**config.mk**
```make
export PLATFORM = sky130hd
export DESIGN_NAME = keypad_scan_ctrl_flat
export DESIGN_NICKNAME = d
export VERILOG_FILES = /design/src/rtl/keypad_scan_if.sv /design/src/rtl/keypad_scan_ctrl.sv /design/src/flat_wrapper.sv
export SDC_FILE = /design/constraint.sdc
export NUM_CORES = 1
export LEC_CHECK = 0
export BUFFER_PORTS_ARGS = -buffer_cell sky130_fd_sc_hd__buf_2
export CAP_MARGIN = 0
export CORE_MARGIN = 3
export CORE_UTILIZATION = 52
export CTS_CLUSTER_SIZE = 25
export DETAILED_ROUTE_END_ITERATION = 16
export GPL_ROUTABILITY_DRIVEN = 0
export PLACE_DENSITY = 0.7
export SYNTH_ARGS = -nofsm -noshare
export SYNTH_HDL_FRONTEND = slang
export SYNTH_SLANG_ARGS = --single-unit
```
**constraint.sdc**
```tcl
create_clock -name clk -period 7.2 [get_ports clk]
set_clock_uncertainty 0.1 [all_clocks]
set_input_delay 1.44 -clock clk [delete_from_list [all_inputs] [get_ports clk]]
set_output_delay 1.44 -clock clk [all_outputs]
set_load 0.02 [all_outputs]
```
**src/rtl/keypad_scan_if.sv**
```systemverilog
// rtl/keypad_scan_if.sv - CPU-side key report handshake between the scanner and the RAT CPU
//
// Signals:
//   key_code     4  last accepted key code (scanner -> CPU)
//   key_valid    1  key waiting to be read (scanner -> CPU)
//   key_overrun  1  sticky, a key was replaced before being read (scanner -> CPU)
//   interrupt    1  pulse per accepted key (scanner -> CPU)
//   key_ack      1  one-cycle pulse on CPU port read (CPU -> scanner)
interface keypad_scan_if;
    logic [3:0] key_code;
    logic       key_valid;
    logic       key_overrun;
    logic       interrupt;
    logic       key_ack;

    modport master (
        output key_code,
        output key_valid,
        output key_overrun,
        output interrupt,
        input  key_ack
    );

    modport slave (
        input  key_code,
        input  key_valid,
        input  key_overrun,
        input  interrupt,
        output key_ack
    );
endinterface

```
**src/rtl/keypad_scan_ctrl.sv**
```systemverilog
// rtl/keypad_scan_ctrl.sv - 3x4 keypad scan sequencer with debounce, key report and interrupt
//
// Ports:
//   clk      in   system clock, rising edge
//   rst_n    in   asynchronous active-low reset
//   scan_en  in   1 = scanning active; 0 = rows off, scan and FSM held idle
//   cols     in   column sense {E,A,C}, asynchronous, 1 = pressed on driven row
//   rows     out  one-hot row drive {D,F,G,B}, B = rows[0]
//   cpu      master side of keypad_scan_if (key_code/key_valid/key_overrun/interrupt/key_ack)
module keypad_scan_ctrl #(
    parameter int SCAN_CYCLES    = 50000,
    parameter int DEBOUNCE_SCANS = 4,
    parameter int INT_CYCLES     = 1
) (
    input  logic          clk,
    input  logic          rst_n,
    input  logic          scan_en,
    input  logic [2:0]    cols,
    output logic [3:0]    rows,
    keypad_scan_if.master cpu
);
    localparam int TW = (SCAN_CYCLES > 1) ? $clog2(SCAN_CYCLES) : 1;
    localparam int CW = $clog2(DEBOUNCE_SCANS + 1);
    localparam int IW = (INT_CYCLES > 1) ? $clog2(INT_CYCLES) : 1;
    localparam logic [TW-1:0] T_LAST = TW'(SCAN_CYCLES - 1);
    localparam logic [CW-1:0] C_LAST = CW'(DEBOUNCE_SCANS - 1);
    localparam logic [IW-1:0] I_LAST = IW'(INT_CYCLES - 1);

    typedef enum logic [1:0] {S_SCAN, S_DEBOUNCE, S_REPORT, S_RELEASE} state_t;
    typedef enum logic [1:0] {R_NONE, R_SINGLE, R_MULTI} res_t;

    logic [2:0]    cols_meta, cols_sync;
    logic          scan_on;
    logic [TW-1:0] timer;
    logic [1:0]    row_idx;
    logic          acc_hit, acc_multi;
    logic [3:0]    acc_code;
    logic          eos;
    res_t          eos_res;
    logic [3:0]    eos_code;
    state_t        state;
    logic [CW-1:0] cnt;
    logic [3:0]    cand;
    logic [3:0]    key_code;
    logic          key_valid, key_overrun, interrupt;
    logic [IW-1:0] int_cnt;

    logic          hit_n, multi_n;
    logic [3:0]    code_n;
    logic [1:0]    col_idx;
    logic [1:0]    nbits;

    function automatic logic [3:0] keymap(input logic [1:0] r, input logic [1:0] c);
        if (r == 2'd3) begin
            case (c)
                2'd0:    return 4'hA;
                2'd1:    return 4'h0;
                default: return 4'hB;
            endcase
        end
        return ({2'b00, r} * 4'd3) + {2'b00, c} + 4'd1;
    endfunction

    // scan_on lags scan_en by one clock so rows drop, and restart at row 0 timer 0,
    // exactly one clock after scan_en changes.
    assign rows = scan_on ? (4'b0001 << row_idx) : 4'b0000;

    // Fold the current row's sample into the running scan result.
    always_comb begin
        nbits   = {1'b0, cols_sync[0]} + {1'b0, cols_sync[1]} + {1'b0, cols_sync[2]};
        col_idx = cols_sync[1] ? 2'd1 : (cols_sync[2] ? 2'd2 : 2'd0);
        hit_n   = acc_hit;
        multi_n = acc_multi;
        code_n  = acc_code;
        if (nbits > 2'd1) begin
            multi_n = 1'b1;
        end else if (nbits == 2'd1) begin
            if (acc_hit) begin
                multi_n = 1'b1;
            end
            hit_n  = 1'b1;
            code_n = keymap(row_idx, col_idx);
        end
    end

    always_ff @(posedge clk or negedge rst_n) begin
        if (!rst_n) begin
            cols_meta <= '0;
            cols_sync <= '0;
            scan_on   <= 1'b1;
            timer     <= '0;
            row_idx   <= '0;
            acc_hit   <= 1'b0;
            acc_multi <= 1'b0;
            acc_code  <= '0;
            eos       <= 1'b0;
            eos_res   <= R_NONE;
            eos_code  <= '0;
        end else begin
            cols_meta <= cols;
            cols_sync <= cols_meta;
            eos       <= 1'b0;
            if (!scan_en) begin
                scan_on   <= 1'b0;
                timer     <= '0;
                row_idx   <= '0;
                acc_hit   <= 1'b0;
                acc_multi <= 1'b0;
            end else begin
                scan_on <= 1'b1;
                if (scan_on) begin
                    if (timer == T_LAST) begin
                        timer   <= '0;
                        row_idx <= row_idx + 2'd1;
                        if (row_idx == 2'd3) begin
                            eos       <= 1'b1;
                            eos_res   <= multi_n ? R_MULTI : (hit_n ? R_SINGLE : R_NONE);
                            eos_code  <= code_n;
                            acc_hit   <= 1'b0;
                            acc_multi <= 1'b0;
                        end else begin
                            acc_hit   <= hit_n;
                            acc_multi <= multi_n;
                            acc_code  <= code_n;
                        end
                    end else begin
                        timer <= timer + 1'b1;
                    end
                end
            end
        end
    end

    always_ff @(posedge clk or negedge rst_n) begin
        if (!rst_n) begin
            state       <= S_SCAN;
            cnt         <= '0;
            cand        <= '0;
            key_code    <= '0;
            key_valid   <= 1'b0;
            key_overrun <= 1'b0;
            interrupt   <= 1'b0;
            int_cnt     <= '0;
        end else begin
            // The pulse runs to completion independently of scan_en.
            if (interrupt) begin
                if (int_cnt == '0) begin
                    interrupt <= 1'b0;
                end else begin
                    int_cnt <= int_cnt - 1'b1;
                end
            end
            if (cpu.key_ack) begin
                key_valid   <= 1'b0;
                key_overrun <= 1'b0;
            end
            if (!scan_en) begin
                state <= S_SCAN;
                cnt   <= '0;
            end else begin
                case (state)
                    S_SCAN: begin
                        if (eos && eos_res == R_SINGLE) begin
                            cand  <= eos_code;
                            cnt   <= CW'(1);
                            state <= (DEBOUNCE_SCANS <= 1) ? S_REPORT : S_DEBOUNCE;
                        end
                    end
                    S_DEBOUNCE: begin
                        if (eos) begin
                            if (eos_res == R_SINGLE && eos_code == cand) begin
                                cnt <= cnt + 1'b1;
                                if (cnt == C_LAST) begin
                                    state <= S_REPORT;
                                end
                            end else begin
                                cnt   <= '0;
                                state <= S_SCAN;
                            end
                        end
                    end
                    S_REPORT: begin
                        // Overrides a coincident key_ack: the new key stays valid.
                        key_code    <= cand;
                        key_valid   <= 1'b1;
                        key_overrun <= cpu.key_ack ? 1'b0 : (key_overrun | key_valid);
                        interrupt   <= 1'b1;
                        int_cnt     <= I_LAST;
                        cnt         <= '0;
                        state       <= S_RELEASE;
                    end
                    default: begin
                        if (eos) begin
                            if (eos_res == R_NONE) begin
                                if (cnt == C_LAST) begin
                                    cnt   <= '0;
                                    state <= S_SCAN;
                                end else begin
                                    cnt <= cnt + 1'b1;
                                end
                            end else begin
                                cnt <= '0;
                            end
                        end
                    end
                endcase
            end
        end
    end

    assign cpu.key_code    = key_code;
    assign cpu.key_valid   = key_valid;
    assign cpu.key_overrun = key_overrun;
    assign cpu.interrupt   = interrupt;
endmodule

```
**src/flat_wrapper.sv**
```systemverilog
// flat-port wrapper written by rule: the top's interface ports become plain ports
module keypad_scan_ctrl_flat 
#(
    parameter int SCAN_CYCLES    = 50000,
    parameter int DEBOUNCE_SCANS = 4,
    parameter int INT_CYCLES     = 1
)
  (clk, rst_n, scan_en, cols, rows, cpu_key_code, cpu_key_valid, cpu_key_overrun, cpu_interrupt, cpu_key_ack);
  keypad_scan_if cpu_i ();
  input  logic clk;
  input  logic rst_n;
  input  logic scan_en;
  input  logic [2:0] cols;
  output logic [3:0] rows;
  output wire logic [$bits(cpu_i.key_code)-1:0] cpu_key_code;
  output wire logic [$bits(cpu_i.key_valid)-1:0] cpu_key_valid;
  output wire logic [$bits(cpu_i.key_overrun)-1:0] cpu_key_overrun;
  output wire logic [$bits(cpu_i.interrupt)-1:0] cpu_interrupt;
  input wire logic [$bits(cpu_i.key_ack)-1:0] cpu_key_ack;
  assign cpu_key_code = cpu_i.key_code;
  assign cpu_key_valid = cpu_i.key_valid;
  assign cpu_key_overrun = cpu_i.key_overrun;
  assign cpu_interrupt = cpu_i.interrupt;
  assign cpu_i.key_ack = cpu_key_ack;
  keypad_scan_ctrl #(.SCAN_CYCLES(SCAN_CYCLES), .DEBOUNCE_SCANS(DEBOUNCE_SCANS), .INT_CYCLES(INT_CYCLES)) u_core (.clk(clk), .rst_n(rst_n), .scan_en(scan_en), .cols(cols), .rows(rows), .cpu(cpu_i));
endmodule
```
==> results of run 1 <==
power by group through the flow:
stage / logic, W / registers [W] / clock network, W
after floorplan: 0.0000699 / 0.000340 / 0
after global placement: 0.0000967 / 0.000341 / 0
after detailed placement: 0.0000984 / 0.000341 / 0
after CTS: 0.0000989 / 0.000335 / 0.000206
after global routing: 0.000114 / 0.000337 / 0.000219
final: 0.0000989 / 0.000335 / 0.000201
cells in the mapped netlist (3+ instances only):
cell type	n	area [sq um]
xnor2_1	9	78.83
nor4_1	4	25.02
nor3_1	6	30.03
ha_1	15	187.7
o21ai_0	13	65.06
or3_1	6	37.54
or4_1	3	22.52
clkbuf_1	6	22.52
inv_1	14	52.55
mux2_2	14	157.7
o31ai_1	6	45.04
a21oi_1	13	65.06
xor2_1	6	52.55
o21a_1	4	30.03
nand2_1	21	78.83
and2_1	5	31.28
a31oi_1	4	25.02
nand2b_1	4	25.02
and3_1	6	37.54
nor2_1	17	63.81
and4_1	3	26.28
fa_1	3	60.06
dfrtp_1	54	1351
mux2i_1	3	30.03
nand4_1	10	62.56
nand3_1	6	30.03
path summary, 6_finish.rpt:
check,startpoint,endpoint,cells after the start
setup / recovery,u_core.row_idx[1],rows[3],3
hold / removal,u_core.cols_meta[1],u_core.cols_sync[1],0
setup reg to reg,u_core.timer[4],u_core.acc_code[0],4
hold reg to reg,u_core.cols_meta[1],u_core.cols_sync[1],0
max in group asynchronous,rst_n,u_core.timer[14],2
min in group asynchronous,rst_n,u_core.acc_code[2],2
through the flow:
stage,instances,total power [W]
2_1_floorplan,287,0.0004102
3_3_place_gp,369,0.0004373
3_5_place_dp,369,0.0004395
4_1_cts,377,0.0006401
5_1_grt,377,0.0006704
6_report,377,0.0006345
worst reg2reg max path, cell delays in order (launching register included):
cell     delay (ns)
dfrtp_1        0.50
or4b_4         0.54
or4_4          0.66
nor3_4         0.26
mux2_1         0.35
sequential cells by signal (all words and copies together) (netlist names):
signal	flops
u_core.eos_code	4
u_core.cpu.interrupt	1
u_core.cols_meta	3
u_core.cnt	3
u_core.acc_multi	1
u_core.acc_hit	1
u_core.state	2
u_core.row_idx	2
u_core.timer	16
u_core.int_cnt	1
u_core.cols_sync	3
u_core.cpu.key_overrun	1
u_core.eos_res	2
u_core.cpu.key_valid	1
u_core.scan_on	1
u_core.eos	1
u_core.acc_code	4
u_core.cand	4
u_core.cpu.key_code	4
cells in the final DEF (no fill, tap or decap), types with 3 or more instances in the layout:
master and instances:
dfrtp_1 54, nand2_1 21, nor2_1 17, buf_2 17
ha_1 15, inv_1 14, mux2_2 14, o21ai_0 13
a21oi_1 13, nand4_1 10, xnor2_1 9, and3_1 6
nor3_1 6, o31ai_1 6, nand3_1 6, or3_1 6
xor2_1 6, and2_1 5, clkbuf_8 5, a31oi_1 4
nor4_1 4, nand2b_1 4, o21a_1 4, mux2i_1 3
or4_1 3, and4_1 3, fa_1 3
layout make-up:
cell class	instances	area, sq um	area share [%]
inverters	14	52.55	1.620
repair buffers	18	92.59	2.854
well taps	72	90.09	2.777
flip-flops and latches	55	1378	42.46
multi-input cells	210	1525	47.01
clock buffers	7	76.32	2.352
clock inverters	1	30.03	0.9256
logic make-up after synthesis:
| logic type | count (synthesis) | share of synthesized area, % |
|---|---|---|
| AND/OR/NAND/NOR | 110 | 21.55 |
| flip-flops | 55 | 45.97 |
| AO/OA/AOI/OAI | 49 | 10.06 |
| buffers and inverters | 22 | 3.132 |
| multiplexers | 18 | 6.639 |
| adder cells (fa/ha/maj) | 18 | 8.267 |
| XOR/XNOR | 15 | 4.384 |
layer usage:
metal  track usage [%]  vias up  share of wire [%]
met5                 0        -                  0
met4             4.983        0               0.91
met3             3.947        4                3.5
met2             32.71       38                 48
met1             23.42     1056                 47
li1                  -     1057                  -
==> reports/metrics.cfg, run 1 <==
[pwr]
peakVddDrop_v=0.0001014
netSwitchingFraction_pct=26.74
intPower_w=0.0004648
p_per_area_nw_per_um2=195.6
cellLeakagePower_nw=1.484
p_switching_w=0.0001697
pwr-share-clk_pct=31.6
power_frac_seq_pct=52.8
comb_power_share_pct=15.6

[layout]
fin_util_pct=58.56
drive_gt1_share_pct=16.07
final_area_sq_um=3244
area.growth.synth_to_final_pct=8.267
layout.nets=329
diodes=0
n_fill_cell=487

[placement]
place_hpwl_um=4016
dp_slack_ns=4.243
port_buffers=17
place_area_sq_um=3138

[run_status]
status=finished, final reports clean

[global_route]
antenna_found_initial=0
grt_max_degree=56
grt_usage_pct=18.73
grt_pass1_vias=2134
grt_pass1_wl_um=9735
grt_overflow=0

[setup_path]
cp.required_ns=5.66
cp_top_family=flip-flops
crit_buf_inv=1
crit_type=reg2out
crit_path_top_delay_cell=dfrtp_1
slowest_delay_ns=0.49
crit_arrival_ns=1.48
cp_cell_sequence=ha_1, and2_1, buf_2
critPathLaunchType=register
reg2reg_slack_ns=4.70
crit_fanout=7
worst_setup_path_end_kind=output port

[sta]
slew_viol_final=0
rsz0062_at_grt=no
period_minus_slack_ns=3.017
final.setup.tns_ns=0
final.hold.worst_slack_ns=0.2584
hold_viol=0
maxSlewHeadroom_pct=54.96
setup_viol=0
fin_crit_sh_pct=41.91
setup_ws_ns=4.183
max_clock_freq_mhz=331.4
max_slew.worst_pin.slew_ns=0.6755

[routing]
vias=2155
wl_um=5629
drt-pass1-iter-count=4
ant_nets=0
wl_per_cell_um=14.93
viasPerCell=5.716
drc=0
drt_iter0_markers=109

[clocking]
cts_buffer_depth=2
cts_setup_buffers=0
numClockSinks=55
root_buffer=clkbuf_8
cts_tree=built
h-tree-depth=2
clock_latency_ns=0.31
cts_buffers=5
path_clk_slew_ns=0.10
cts_hold_buf=0
cts_resized=0

[logic_synthesis]
ys.warnings.count=0
synth_nets=312
postSynthAreaPerCell_sq_um=10.44
async_flop_share_pct=100.0
postSynthCellCount=287
ys_seq_area_share_pct=45.97
synth_cell_type_count=51
ys_seq_elements=55
synth_edf_count=0
synthFlopType=dfrtp_1
netlist_area_sq_um=2997

[floorplanning]
coreArea_sq_um=5540
rows=27
dieArea_sq_um=6709
initial_core_util_pct=54.09
ios=18
fp.dieH_um=81.91
die_x_um=81.91

[min_path]
hold_class=reg2reg

[job]
drv_cap=0

Power figures use the tool's default switching activity.
==> inputs of run 2 (changes only) <==
--- a/config.mk
+++ b/config.mk
@@ -5,6 +5,7 @@
 export SDC_FILE = /design/constraint.sdc
 export NUM_CORES = 1
 export LEC_CHECK = 0
+export ABC_AREA = 1
 export BUFFER_PORTS_ARGS = -buffer_cell sky130_fd_sc_hd__buf_2
 export CAP_MARGIN = 0
 export CORE_MARGIN = 3
==> constraint.sdc (replaced) <==
create_clock -name clk -period 3.1 [get_ports clk]
set_clock_uncertainty 0.1 [all_clocks]
set_input_delay 0.62 -clock clk [delete_from_list [all_inputs] [get_ports clk]]
set_output_delay 0.62 -clock clk [all_outputs]
set_load 0.02 [all_outputs]
==> reports/metrics.cfg, run 2 <==
[sta]
slew_viol_final=0
setup_ws_ns=0.7518
max_clock_freq_mhz=425.9
hold_viol=0
period_minus_slack_ns=2.348
setup_viol=0
final.setup.tns_ns=0
rsz0062_at_grt=no
max_slew.worst_pin.slew_ns=0.5199
maxSlewHeadroom_pct=65.34
fin_crit_sh_pct=75.75

[logic_synthesis]
synth_common_cells=nand2_1, dfrtp_1, nor2_1, inv_1, o21ai_0
ys_seq_area_share_pct=44.15
synth_cell_type_count=35
synth_most_common_cell=nand2_1
postSynthAreaPerCell_sq_um=7.821
ys.warnings.count=0
synth_edf_count=0
synth_area_leaders=dfrtp_1, nand2_1, ha_1
yosysTopAreaCell=dfrtp_1
synth_nets=424
netlist.area_leader.share_pct=43.30
synthFlopType=dfrtp_1
postSynthCellCount=399
ys_seq_elements=55
async_flop_share_pct=100.0
netlist_area_sq_um=3120

[layout]
drive_gt1_share_pct=11.88
largest_register_ffs=16
final_area_sq_um=3368
final_common_cell=nand2_1
layout_common_cells=nand2_1, dfrtp_1, nor2_1, inv_1, o21ai_0
multi_input_area_sq_um=1516
final-seq-area_sq_um=1378
diodes=0
n_fill_cell=524
regMostFlops=u_core.timer
area.growth.synth_to_final_pct=7.939
layout.nets=445

[floorplanning]
dieArea_sq_um=6966
die_x_um=83.47
coreArea_sq_um=5642
ios=18
rows=27
fp.dieH_um=83.47
initial_core_util_pct=55.31

[routing]
ant_nets=0
drt_iter0_markers=148
wl_per_cell_um=12.71
viasPerCell=5.047
vias=2488
drt-pass1-iter-count=4
drc=0
wl_um=6265

[setup_path]
cp.required_ns=2.38
worstRegToRegCells=7
crit_start=u_core.row_idx[0]
cp_top_family=flip-flops
cp_num_cells=4
crit_type=reg2out
critPathLaunchType=register
crit_fanout=6
reg2reg_from=u_core.cols_sync[1]
cp_cell_sequence=ha_1, nand2_1, inv_1, buf_2
slowest_delay_ns=0.48
reg2reg_slack_ns=0.81
crit_path_top_delay_cell=dfrtp_1
worst_setup_path_end_kind=output port
crit_buf_inv=2
crit_arrival_ns=1.63
crit_end=rows[3]
r2r-end=u_core.eos_code[2]

[pwr]
netSwitchingFraction_pct=30.21
peakVddDrop_v=0.0002918
intPower_w=0.001018
comb_power_share_pct=18.4
p_per_area_nw_per_um2=433.0
p_switching_w=0.0004406
power_frac_seq_pct=55.4
cellLeakagePower_nw=1.749
pwr-share-clk_pct=26.2

[placement]
place_hpwl_um=4779
port_buffers=17
place_area_sq_um=3287
dp_slack_ns=0.8556

[clocking]
clock_latency_ns=0.31
path_clk_slew_ns=0.10
numClockSinks=55
cts_setup_buffers=0
cts_tree=built
root_buffer=clkbuf_8
cts_buffers=5
cts_buffer_depth=2
cts_hold_buf=0
h-tree-depth=2
cts_resized=0

[global_route]
grt_max_degree=35
grt_overflow=0
antenna_found_initial=0
grt_pass1_wl_um=11260
grt_usage_pct=19.59
grt_pass1_vias=2384

[job]
drv_cap=0

[min_path]
hold_class=in2async

[run_status]
status=finished, final reports clean

==> run 2: changes by cell type in the layout (fill, tap and decap cells not counted), moves of 5 or more <==
cell / change
and2_1: -5
and3_1: -6
inv_1: +34
inv_2: +8
mux2_2: -14
nand2_1: +96
nand3_1: +11
nor2_1: +32
o21ai_0: +12
o31ai_1: -5
or3_1: -6
xnor2_1: -7
==> run 2: power by group through the flow <==
stage / Combinational (W) / Clock (W) / Sequential [W]
finish: 0.000268 / 0.000383 / 0.000807
global route: 0.000310 / 0.000426 / 0.000817
CTS: 0.000271 / 0.000394 / 0.000808
detailed placement: 0.000270 / 0 / 0.000822
global placement: 0.000261 / 0 / 0.000820
floorplan: 0.000155 / 0 / 0.000846
==> run 2: kinds of logic (layout without fill, tap and decap cells) <==
logic type / after synthesis / count (layout) / share of synthesized area, %
simple gates: 221 / 221 / 32.48
fa+ha+maj: 18 / 18 / 7.939
compound gates: 41 / 41 / 7.057
buf+inv: 60 / 82 / 7.257
xor+xnor: 4 / 4 / 1.123
flops: 55 / 55 / 44.15
==> run 2: worst reg2reg max path, stage by stage (launching register included) <==
cell and delay [ns]:
dfrtp_1 0.48, nor2_1 0.19, fa_1 0.48, fa_1 0.42, xnor2_1 0.13, o31ai_1 0.26, nand2_1 0.10, nand2_1 0.06
==> run 2: through the flow <==
| step | instances | total power, W | utilization [%] | hold slack [ns] |
|---|---|---|---|---|
| 6_report | 493 | 0.001459 | 59.70 | 0.1671 |
| 3_3_place_gp | 485 | 0.001081 | 58.26 | 0.2367 |
| 2_1_floorplan | 399 | 0.001001 | - | 0.2244 |
| 5_1_grt | 493 | 0.001552 | 59.70 | 0.1813 |
| 3_5_place_dp | 485 | 0.001092 | 58.26 | 0.2380 |
| 4_1_cts | 493 | 0.001473 | 59.70 | 0.1835 |
==> run 2: area by class of cell <==
type / instances / area share, %
multi-input combinational: 284 / 45.02
tap: 72 / 2.675
clock inverter: 1 / 0.1486
timing repair buffer: 18 / 2.749
inverter: 56 / 6.241
sequential: 55 / 40.90
clock buffer: 7 / 2.266
==> run 2: worst min path at each step <==
stage / cells past startpoint / startpoint / slack [ns] / end
3_5_place_dp: 0 / u_core.cols_meta[0] / 0.24 / u_core.cols_sync[0]
5_1_grt: 1 / rst_n / 0.18 / u_core.timer[5]
6_report: 1 / rst_n / 0.17 / u_core.timer[5]
2_1_floorplan: 0 / rst_n / 0.22 / u_core.acc_code[0]
4_1_cts: 1 / rst_n / 0.18 / u_core.timer[5]
3_3_place_gp: 0 / u_core.cols_meta[0] / 0.24 / u_core.cols_sync[0]
==> run 2: layer usage <==
metal / track usage, % / part of all wire, % / vias up
li1: - / - / 1299
met1: 27.57 / 48 / 1130
met2: 30.90 / 46 / 52
met3: 4.541 / 4.9 / 7
met4: 4.678 / 1.1 / 0
met5: 0 / 0 / -
